--- src/rtl/microword_executor_if.sv ---
// Memory request/response bus between the microword executor and memory.
interface microword_executor_if #(
    parameter int ADDR_W = 16,
    parameter int DATA_W = 16
);
    logic              mem_rd;
    logic              mem_wr;
    logic [ADDR_W-1:0] mem_addr;
    logic [DATA_W-1:0] mem_wdata;
    logic              mem_ack;
    logic [DATA_W-1:0] mem_rdata;

    modport master (
        output mem_rd, mem_wr, mem_addr, mem_wdata,
        input  mem_ack, mem_rdata
    );

    modport slave (
        input  mem_rd, mem_wr, mem_addr, mem_wdata,
        output mem_ack, mem_rdata
    );
endinterface

--- src/rtl/microword_executor.sv ---
// Executes one microword per accepted cycle, stalling the control store
// while a memory access is outstanding.
module microword_executor #(
    parameter int DATA_W  = 16,
    parameter int ADDR_W  = 16,
    parameter int TIMEOUT = 255
) (
    input  logic              clk,
    input  logic              rst_n,
    input  logic [37:0]       control_signal_i,
    input  logic              word_valid_i,
    input  logic [ADDR_W-1:0] pc_value_i,
    input  logic [ADDR_W-1:0] mar_value_i,
    input  logic [DATA_W-1:0] bus_value_i,
    input  logic [DATA_W-1:0] ac_value_i,
    output logic              hold_o,
    output logic [18:0]       reg_load_o,
    output logic [3:0]        alu_op_o,
    output logic [4:0]        bus_sel_o,
    output logic              ir_load_o,
    output logic [6:0]        mbru_o,
    output logic [DATA_W-1:0] mdr_o,
    output logic              z_flag_o,
    output logic              proto_err_o,
    output logic              timeout_err_o,
    microword_executor_if.master mem
);
    localparam int CNT_W = $clog2(TIMEOUT + 1);
    localparam logic [CNT_W-1:0] TMO = CNT_W'(TIMEOUT);
    localparam logic [CNT_W-1:0] ONE = CNT_W'(1);

    typedef enum logic {IDLE, WAIT} state_e;
    typedef enum logic [1:0] {M_NONE, M_FETCH, M_READ, M_WRITE} mop_e;

    state_e            state_q, state_d;
    logic [CNT_W-1:0]  cnt_q, cnt_d;
    mop_e              op_q, op_dec;
    logic              op_bad;
    logic [ADDR_W-1:0] addr_q;
    logic [DATA_W-1:0] wdata_q;
    logic [28:0]       word_q, strb_q, strb_d, fields;
    logic [6:0]        mbru_q;
    logic [DATA_W-1:0] mdr_q;
    logic              z_q, perr_q, terr_q;
    logic              start, done, tmo, accept;

    // {alu_op, reg_load, ir_load, bus_sel}
    assign fields = {control_signal_i[31:9], control_signal_i[5:0]};

    always_comb begin
        op_dec = M_NONE;
        op_bad = 1'b0;
        unique case (control_signal_i[8:6])
            3'b100:  op_dec = M_FETCH;
            3'b010:  op_dec = M_READ;
            3'b001:  op_dec = M_WRITE;
            3'b000:  op_dec = M_NONE;
            default: op_bad = 1'b1;
        endcase
    end

    always_comb begin
        state_d = state_q;
        cnt_d   = cnt_q;
        hold_o  = 1'b0;
        start   = 1'b0;
        done    = 1'b0;
        tmo     = 1'b0;
        accept  = 1'b0;
        unique case (state_q)
            IDLE: begin
                if (word_valid_i) begin
                    if (op_dec != M_NONE) begin
                        hold_o  = rst_n;
                        start   = 1'b1;
                        state_d = WAIT;
                        cnt_d   = ONE;
                    end else begin
                        accept = 1'b1;
                    end
                end
            end
            WAIT: begin
                if (mem.mem_ack) begin
                    done    = 1'b1;
                    accept  = 1'b1;
                    state_d = IDLE;
                end else if (cnt_q == TMO) begin
                    tmo     = 1'b1;
                    state_d = IDLE;
                end else begin
                    hold_o = 1'b1;
                    cnt_d  = cnt_q + ONE;
                end
            end
        endcase
    end

    always_comb begin
        strb_d = '0;
        if (accept) strb_d = (state_q == IDLE) ? fields : word_q;
    end

    always_ff @(posedge clk or negedge rst_n) begin
        if (!rst_n) begin
            state_q <= IDLE;
            cnt_q   <= '0;
        end else begin
            state_q <= state_d;
            cnt_q   <= cnt_d;
        end
    end

    always_ff @(posedge clk or negedge rst_n) begin
        if (!rst_n) begin
            op_q    <= M_NONE;
            addr_q  <= '0;
            wdata_q <= '0;
            word_q  <= '0;
            strb_q  <= '0;
            mbru_q  <= '0;
            mdr_q   <= '0;
            z_q     <= 1'b0;
            perr_q  <= 1'b0;
            terr_q  <= 1'b0;
        end else begin
            strb_q <= strb_d;
            if (start) begin
                op_q    <= op_dec;
                addr_q  <= (op_dec == M_FETCH) ? pc_value_i : mar_value_i;
                wdata_q <= bus_value_i;
                word_q  <= fields;
            end
            if (done && op_q == M_FETCH) mbru_q <= mem.mem_rdata[6:0];
            if (done && op_q == M_READ)  mdr_q  <= mem.mem_rdata;
            if (tmo) terr_q <= 1'b1;
            if (state_q == IDLE && word_valid_i && op_bad) perr_q <= 1'b1;
            if (strb_q[6]) z_q <= (ac_value_i == '0);
        end
    end

    assign mem.mem_rd    = (state_q == WAIT) &&
                           (op_q == M_FETCH || op_q == M_READ);
    assign mem.mem_wr    = (state_q == WAIT) && (op_q == M_WRITE);
    assign mem.mem_addr  = addr_q;
    assign mem.mem_wdata = wdata_q;

    assign alu_op_o      = strb_q[28:25];
    assign reg_load_o    = strb_q[24:6];
    assign ir_load_o     = strb_q[5];
    assign bus_sel_o     = strb_q[4:0];
    assign mbru_o        = mbru_q;
    assign mdr_o         = mdr_q;
    assign z_flag_o      = z_q;
    assign proto_err_o   = perr_q;
    assign timeout_err_o = terr_q;
endmodule

--- src/flat_wrapper.sv ---
// flat-port wrapper written by rule: the top's interface ports become plain ports
module microword_executor_flat 
#(
    parameter int DATA_W  = 16,
    parameter int ADDR_W  = 16,
    parameter int TIMEOUT = 255
)
  (clk, rst_n, control_signal_i, word_valid_i, pc_value_i, mar_value_i, bus_value_i, ac_value_i, hold_o, reg_load_o, alu_op_o, bus_sel_o, ir_load_o, mbru_o, mdr_o, z_flag_o, proto_err_o, timeout_err_o, mem_mem_rd, mem_mem_wr, mem_mem_addr, mem_mem_wdata, mem_mem_ack, mem_mem_rdata);
  microword_executor_if #(.ADDR_W(ADDR_W), .DATA_W(DATA_W)) mem_i ();
  input  logic clk;
  input  logic rst_n;
  input  logic [37:0] control_signal_i;
  input  logic word_valid_i;
  input  logic [ADDR_W-1:0] pc_value_i;
  input  logic [ADDR_W-1:0] mar_value_i;
  input  logic [DATA_W-1:0] bus_value_i;
  input  logic [DATA_W-1:0] ac_value_i;
  output logic hold_o;
  output logic [18:0] reg_load_o;
  output logic [3:0] alu_op_o;
  output logic [4:0] bus_sel_o;
  output logic ir_load_o;
  output logic [6:0] mbru_o;
  output logic [DATA_W-1:0] mdr_o;
  output logic z_flag_o;
  output logic proto_err_o;
  output logic timeout_err_o;
  output wire logic [$bits(mem_i.mem_rd)-1:0] mem_mem_rd;
  output wire logic [$bits(mem_i.mem_wr)-1:0] mem_mem_wr;
  output wire logic [$bits(mem_i.mem_addr)-1:0] mem_mem_addr;
  output wire logic [$bits(mem_i.mem_wdata)-1:0] mem_mem_wdata;
  input wire logic [$bits(mem_i.mem_ack)-1:0] mem_mem_ack;
  input wire logic [$bits(mem_i.mem_rdata)-1:0] mem_mem_rdata;
  assign mem_mem_rd = mem_i.mem_rd;
  assign mem_mem_wr = mem_i.mem_wr;
  assign mem_mem_addr = mem_i.mem_addr;
  assign mem_mem_wdata = mem_i.mem_wdata;
  assign mem_i.mem_ack = mem_mem_ack;
  assign mem_i.mem_rdata = mem_mem_rdata;
  microword_executor #(.DATA_W(DATA_W), .ADDR_W(ADDR_W), .TIMEOUT(TIMEOUT)) u_core (.clk(clk), .rst_n(rst_n), .control_signal_i(control_signal_i), .word_valid_i(word_valid_i), .pc_value_i(pc_value_i), .mar_value_i(mar_value_i), .bus_value_i(bus_value_i), .ac_value_i(ac_value_i), .hold_o(hold_o), .reg_load_o(reg_load_o), .alu_op_o(alu_op_o), .bus_sel_o(bus_sel_o), .ir_load_o(ir_load_o), .mbru_o(mbru_o), .mdr_o(mdr_o), .z_flag_o(z_flag_o), .proto_err_o(proto_err_o), .timeout_err_o(timeout_err_o), .mem(mem_i));
endmodule
--- config.mk ---
export PLATFORM = sky130hd
export DESIGN_NAME = microword_executor_flat
export DESIGN_NICKNAME = d
export VERILOG_FILES = /design/src/rtl/microword_executor_if.sv /design/src/rtl/microword_executor.sv /design/src/flat_wrapper.sv
export SDC_FILE = /design/constraint.sdc
export NUM_CORES = 1
export LEC_CHECK = 0
export CAP_MARGIN = 10
export CORE_MARGIN = 2
export CORE_UTILIZATION = 59
export DETAILED_ROUTE_END_ITERATION = 10
export DONT_BUFFER_PORTS = 1
export GPL_ROUTABILITY_DRIVEN = 0
export GPL_TIMING_DRIVEN = 0
export PLACE_DENSITY_LB_ADDON = 0.12
export SYNTH_ARGS = -nofsm -noshare
export SYNTH_HDL_FRONTEND = slang
export SYNTH_SLANG_ARGS = --single-unit
--- constraint.sdc ---
create_clock -name clk -period 1.73 [get_ports clk]
set_input_delay 0.346 -clock clk [delete_from_list [all_inputs] [get_ports clk]]
set_output_delay 0.346 -clock clk [all_outputs]
set_load 0.05 [all_outputs]
==> summary.md, run 1 <==
| Metric | Value |
|---|---|
| Total number of vias | `~3600` |
| RSZ-0062 raised after global routing | `yes` |
| Post-synthesis sequential area ratio | `57.5%` |
| Largest area contributor in the synthesized netlist | `dfrtp_1` |
| CTS max path bufs | `2` |
| Maximum VDD drop | `approximately 0.96 mV` |
| Async S/R FF share, synth | `100%` |
| WP data arrival | `approximately 1800 ps` |
| Top_reg_cell synth | `dfrtp_1` |
| Drt drc | `0` |
| Worst reg-to-reg setup slack | `-70 ps` |
| Routed Wire Length | `12.9 mm` |
| Vias in the first global route | `just under 4000` |
| Minimum clock period | `~2200 ps` |
| Outcome | `finished with violations` |
| Largest net degree at the start of global routing | `around 130` |
| Slew @ Worst Pin | `about 530 ps` |
| Endpoints failing setup | `4` |
| DP Wirelength | `about 7.7 mm` |
| Synth Cell Area | `5530 um2` |
| Pwr per Cell Area | `approximately 1700 nW/um2` |
| Syn_nets | `between 500 and 600` |
| Worst setup margin | `-453 ps` |
| ANT nets after route | `0` |
| H-Tree Depth | `4` |
| GRT Util Overall | `around a quarter` |
| First-pass GRT wire length | `19.8 mm` |
| Mean Syn Cell Area | `13.8 um2` |
| Diodes inserted | `0` |
| I/O Buffers | `0` |
| Slowest library cell on the worst path | `dfrtp_2` |
| Multi-input gate area | `about 2200 um2` |
| Util after Layout | `between 70 and 80%` |
| Post-synth EDFFs | `0` |
| CTS Buf Count | `17` |
| Cts hold-fix bufs | `66` |
| Tcrit/Tclk final | `126%` |
| CP Class | `flop to output pin` |
| Initial antenna violation count | `0` |
| CP startpoint kind | `flop` |
| Relative slew margins | `roughly 65%` |
| Overall power | `12200 uW` |
| Static Leakage | `roughly 0.0034 uW` |
| Hold slack | `-473 ps` |
| Die Y | `101 um` |
| Layout area overhead | `31.3%` |
| Mapped Cells | `400` |
| FF-to-FF path depth | `9` |
| Layout fillers | `around 490` |
| Total grt overflow | `0` |
| Initial drt markers | `99` |
| Die width | `101 um` |
| Start of the worst register-to-register path | `u_core.cnt_q[0]` |
| Clk slew on worst S/H paths | `60 ps` |
| Final hold viol count | `around 130` |
| CORE AREA | `between 9000 and 10000 um2` |
| Max cap viols | `0` |
| Post-synth top cells | `dfrtp_1, mux2i_1, mux2_4, nor2_1, mux2_2` |
| DR WL/cell | `20.5 um` |
| Distinct cells, synth | `between 40 and 50` |
| # IOs | `212` |
| F_max | `0.458 GHz` |
| Die area | `slightly above 10000 um2` |
| CP Capture Type | `output pin` |
| Max incr delay on CP | `approximately 420 ps` |
| Clock Latency Late Sink | `510 ps` |
| Reg2reg end | `u_core.cnt_q[2]` |
| Drt pass-1 iters | `4` |
| Crit path max fanout | `3` |
| Nets | `about 630` |
| CP Cell Sequence | `and2b_2 > o211ai_2 > buf_6 > buf_8 > o21ai_4` |
| Seq cells post-synth | `between 100 and 150` |
| Initial Utilization | `around 60%` |
| Share of cells above drive strength 1 | `just over 30%` |
| Slew Viols, Final | `0` |
| Synth warn | `0` |
| Most common cell in the netlist | `dfrtp_1` |
| Register area | `about 3200 um2` |
| CTS tree | `built` |
| Sinks on Clock Net | `around 130` |
| Routed vias/inst | `5.67` |
| Root buffer cell | `clkbuf_8` |
| Final Skew | `8.84 ps` |
| Ranking of synthesized cells by area | `dfrtp_1, mux2_4, mux2i_1, mux2_2, nor2_1` |
| Hold crit path type | `input pin to asynchronous set/reset pin` |
| Worst EP required | `around 1400 ps` |
| Share of the synthesized area in the top cell type | `between 50 and 60%` |
| Num rows | `35` |
| Failing checks | `negative hold slack, negative setup slack` |
routing by layer:
metal	part of all wire (%)	track usage (%)	vias up	wire length [um]
met2	52	43.9	158	6630
met5	0	0	-	0
met4	2.0	10.6	0	256
li1	-	-	1610	-
met3	7.5	7.49	26	963
met1	39	30.0	1761	5000
area by class of cell:
cell class                 count  share of cell area [%]
timing repair buffer          84                    11.0
clock buffer                  20                    6.14
tap                          111                    1.91
inverter                       4                   0.207
multi-input combinational    246                    30.6
buffer                        23                    3.46
sequential                   127                    43.8
clock inverter                12                    2.86
repair_timing:
item / in CTS / in global routing
gates resized for setup: 15 / 17
hold endpoints to repair: 215 / 127
setup endpoints to repair: 25 / 70
gates cloned: 0 / 0
pin swaps: 1 / 3
buffers inserted: 10 / 8
worst max-delay path: cells and delay by family (launching register included):
family / cells / cell delay, ps
AO/OA/AOI/OAI: 2 / 430
buffers and inverters: 2 / 250
flip-flops: 1 / 420
AND/OR/NAND/NOR: 1 / 230
sequential cells by signal (all words and copies together), names as in the netlist:
register	flops
u_core.timeout_err_o	1
u_core.word_q	29
u_core.mbru_o	7
u_core.strb_q	29
u_core.state_q	1
u_core.cnt_q	8
u_core.op_q	2
u_core.z_flag_o	1
u_core.mdr_o	16
u_core.mem.mem_addr	16
u_core.proto_err_o	1
u_core.mem.mem_wdata	16
cell usage in the layout (no fill, tap or decap), types with 3 or more instances in the layout:
master / Yosys / final
o211ai_1: 3 / 3
mux2_2: 25 / 25
nand3_1: 11 / 8
buf_6: 3 / 6
dfrtp_1: 127 / 126
bufinv_16: 0 / 5
nor2_1: 32 / 32
buf_12: 4 / 4
clkbuf_8: 0 / 3
mux2_4: 43 / 43
inv_1: 3 / 3
nor4b_1: 3 / 3
nand2_1: 22 / 22
a21oi_1: 4 / 4
mux2i_1: 45 / 45
o21ai_0: 19 / 18
buf_4: 5 / 25
nand3_2: 0 / 3
dlygate4sd3_1: 0 / 66
a211o_1: 3 / 3
clkbuf_16: 0 / 16
clkinv_4: 0 / 5
worst max path at each step:
stage	from	end	slack, ps	depth (start not counted)
after CTS	u_core.state_q	hold_o	-470	5
after global routing	u_core.state_q	hold_o	-540	5
after detailed placement	u_core.state_q	mem_mem_wr	-350	3
after floorplan	control_signal_i[6]	hold_o	-6	6
final	u_core.state_q	hold_o	-450	5
after global placement	u_core.state_q	mem_mem_wr	-360	3
through the flow:
step                std cells  hold WS (ps)  area (um2)  worst slack (ps)  setup TNS [ps]
finish                    627          -473        7260              -453            -742
global route              627          -499        7260              -537           -1630
CTS                       619          -489        7130              -468            -729
detailed placement        511          53.6        5690              -352           -1530
global placement          511          53.8        5690              -360           -1230
floorplan                 400          50.4        5560             -6.32           -6.32
where the power goes:
part | internal [uW] | switching [uW]
Combinational | 1190 | 722
Clock | 2580 | 1310
Sequential | 3750 | 2620
logic make-up after synthesis:
group	share of synthesized area, %
buffers and inverters	3.96
AND/OR/NAND/NOR	7.90
flip-flops	57.5
AO/OA/AOI/OAI	4.32
adder cells (fa/ha/maj)	0.905
multiplexers	25.1
XOR/XNOR	0.294
Power figures use the tool's default switching activity.
==> run 2, diff against run 1 <==
--- a/config.mk
+++ b/config.mk
@@ -7,7 +7,8 @@
 export LEC_CHECK = 0
 export CAP_MARGIN = 10
 export CORE_MARGIN = 2
-export CORE_UTILIZATION = 59
+export CORE_UTILIZATION = 45
+export CTS_CLUSTER_SIZE = 20
 export DETAILED_ROUTE_END_ITERATION = 10
 export DONT_BUFFER_PORTS = 1
 export GPL_ROUTABILITY_DRIVEN = 0
==> run 2 against run 1 <==
  * The run still ends with negative hold slack, negative setup slack left
  * First-iteration DRC count increased by 22%
  * Non-clock buffer count decreased by 74
  * Maximum frequency increased by 5.0%
  * Register-to-register slack improved by 110 ps
  * Clock power increased by 1%
  * Clock skew decreased by 2.4 ps
  * Via count decreased by 9.3%
  * Critical path depth unchanged
  * Critical endpoint unchanged
==> summary.md, run 2 (synthesis gave the netlist of run 1 again) <==
| Metric | Value |
|---|---|
| Bufs and invs on worst path | `2` |
| Worst setup margin | `-349 ps` |
| Commonest non-fill, non-tap cells in the layout | `dfrtp_1, mux2i_1, mux2_4` |
| Routed Wire Length | `approximately 11 mm` |
| F_max | `about 0.48 GHz` |
| I/O Buffers | `0` |
| Vias in the first global route | `3442` |
| Total number of vias | `between 3000 and 4000` |
| Slew Viols, Final | `0` |
| ANT nets after route | `0` |
| Root buffer cell | `clkbuf_16` |
| Initial Utilization | `46.0%` |
| Static Leakage | `0.00308 uW` |
| Total placed cells including tap cells | `roughly 550` |
| Share of cells above drive strength 1 | `33.0%` |
| Die Y | `115 um` |
| RSZ-0062 raised after global routing | `yes` |
| Commonest non-fill, non-tap cell in the layout | `dfrtp_1` |
| Util after Layout | `between 50 and 60%` |
| Final Cell Area | `roughly 6500 um2` |
| DP Wirelength | `around 7.6 mm` |
| GRT Util Overall | `around 18%` |
| Maximum VDD drop | `around 0.75 mV` |
| Initial antenna violation count | `0` |
| Final hold viol count | `roughly 130` |
| CP delay by family, top | `compound AO/OA/AOI/OAI gates` |
| Crit path max fanout | `3` |
| Overall power | `~12000 uW` |
| CP Cell Sequence | `and2b_2 > o211ai_2 > buf_6 > buf_8 > o21ai_4` |
| Die width | `between 100 and 150 um` |
| Worst EP required | `between 1000 and 1500 ps` |
| DR WL/cell | `19.3 um` |
| CTS max path bufs | `2` |
| Slew @ Worst Pin | `516 ps` |
| Hold crit path type | `input pin to asynchronous set/reset pin` |
| CORE AREA | `12000 um2` |
| First-pass GRT wire length | `about 18 mm` |
| H-Tree Depth | `4` |
| Slowest library cell on the worst path | `dfrtp_2` |
| Clock Latency Late Sink | `between 400 and 500 ps` |
| Drt drc | `0` |
| Outcome | `finished with violations` |
| WP data arrival | `about 1700 ps` |
| Drt pass-1 iters | `4` |
| Initial drt markers | `121` |
| Endpoints failing setup | `3` |
| CP Class | `flop to output pin` |
| Relative slew margins | `between 60 and 70%` |
| Layout area overhead | `18.2%` |
| Final Skew | `approximately 6.4 ps` |
| Final std cells w/o fill | `around 600` |
| CP startpoint kind | `flop` |
| Diodes inserted | `0` |
| Tcrit/Tclk final | `120%` |
| CP Capture Type | `output pin` |
| # IOs | `about 210` |
| Nets | `about 560` |
| Clk slew on worst S/H paths | `roughly 50 ps` |
| Num rows | `40` |
| Sinks on Clock Net | `127` |
| Max incr delay on CP | `approximately 420 ps` |
| Pwr per Cell Area | `between 1500 and 2000 nW/um2` |
| Routed vias/inst | `between 5 and 6` |
| Layout fillers | `1023` |
| Hold slack | `-367 ps` |
| Failing checks | `negative hold slack, negative setup slack` |
| Regs by FF count | `u_core.strb_q x29, u_core.word_q x29` |
| Largest net degree at the start of global routing | `129` |
| Total grt overflow | `0` |
| CTS tree | `built` |
| CTS Buf Count | `17` |
| Minimum clock period | `2080 ps` |
| Die area | `between 10000 and 15000 um2` |
| DP Area | `about 5700 um2` |
| Max cap viols | `0` |
-- run 2: cell types whose count changed in the layout (fill, tap and decap cells not counted), moves of 2 or more --
cell	previous run	this run
clkinv_2	1	3
nand3_1	8	10
buf_2	1	4
buf_6	6	3
dlygate4sd3_1	66	0
clkbuf_4	2	0
buf_4	25	18
nand3_2	3	1
clkinv_4	5	2
-- run 2: final cells by class --
| class | instances | area [um2] | area share, % |
|---|---|---|---|
| clock inverters | 10 | 183 | 2.80 |
| well taps | 147 | 184 | 2.82 |
| repair buffers | 10 | 75.1 | 1.15 |
| flip-flops and latches | 127 | 3180 | 48.7 |
| inverters | 4 | 15.0 | 0.230 |
| plain buffers | 23 | 249 | 3.81 |
| multi-input cells | 246 | 2170 | 33.3 |
| clock buffers | 22 | 474 | 7.26 |
-- run 2: worst paths after layout --
check                                          from                 to  cells past startpoint  slack [ps]
max in group asynchronous                     rst_n     u_core.state_q                      0        1950
worst max register to register       u_core.state_q   u_core.mbru_o[5]                      5          40
worst min-delay path                          rst_n   u_core.mdr_o[14]                      0        -370
min in group clk                control_signal_i[7]     u_core.op_q[0]                      1          30
worst max-delay path                 u_core.state_q             hold_o                      5        -350
worst min register to register    u_core.word_q[12]  u_core.word_q[12]                      1         510
-- run 2: per-layer routing --
layer | global-route usage, % | up-vias | part of all wire [%]
met5 | 0 | - | 0
met4 | 7.23 | 0 | 1.8
met3 | 6.85 | 18 | 9.2
met2 | 28.2 | 148 | 48
met1 | 22.0 | 1596 | 41
li1 | - | 1463 | -
-- run 2: worst register-to-register path, delay by kind of cell (launching register included) --
kind          cells  cell delay (ps)
flops             1              420
simple gates      1              340
mux               1              390
buf+inv           3              430
-- run 2: timing repair --
item | CTS | global route
hold endpoints to repair | 127 | 127
buffers inserted | 9 | 1
pin swaps | 1 | 0
resized for setup | 15 | 7
endpoints found under the setup margin | 23 | 27
-- run 2: stage by stage --
| stage | worst slack, ps | setup TNS (ps) |
|---|---|---|
| 6_report | -349 | -405 |
| 3_5_place_dp | -430 | -2100 |
| 3_3_place_gp | -443 | -2020 |
| 2_1_floorplan | -6.32 | -6.32 |
| 5_1_grt | -416 | -652 |
| 4_1_cts | -377 | -478 |
-- run 2: report_power, final --
group	leakage, uW	internal (uW)	switching, uW	total, uW
Clock	0.000324	2670	1250	3920
Combinational	0.00118	1020	614	1630
Sequential	0.00158	3760	2560	6320
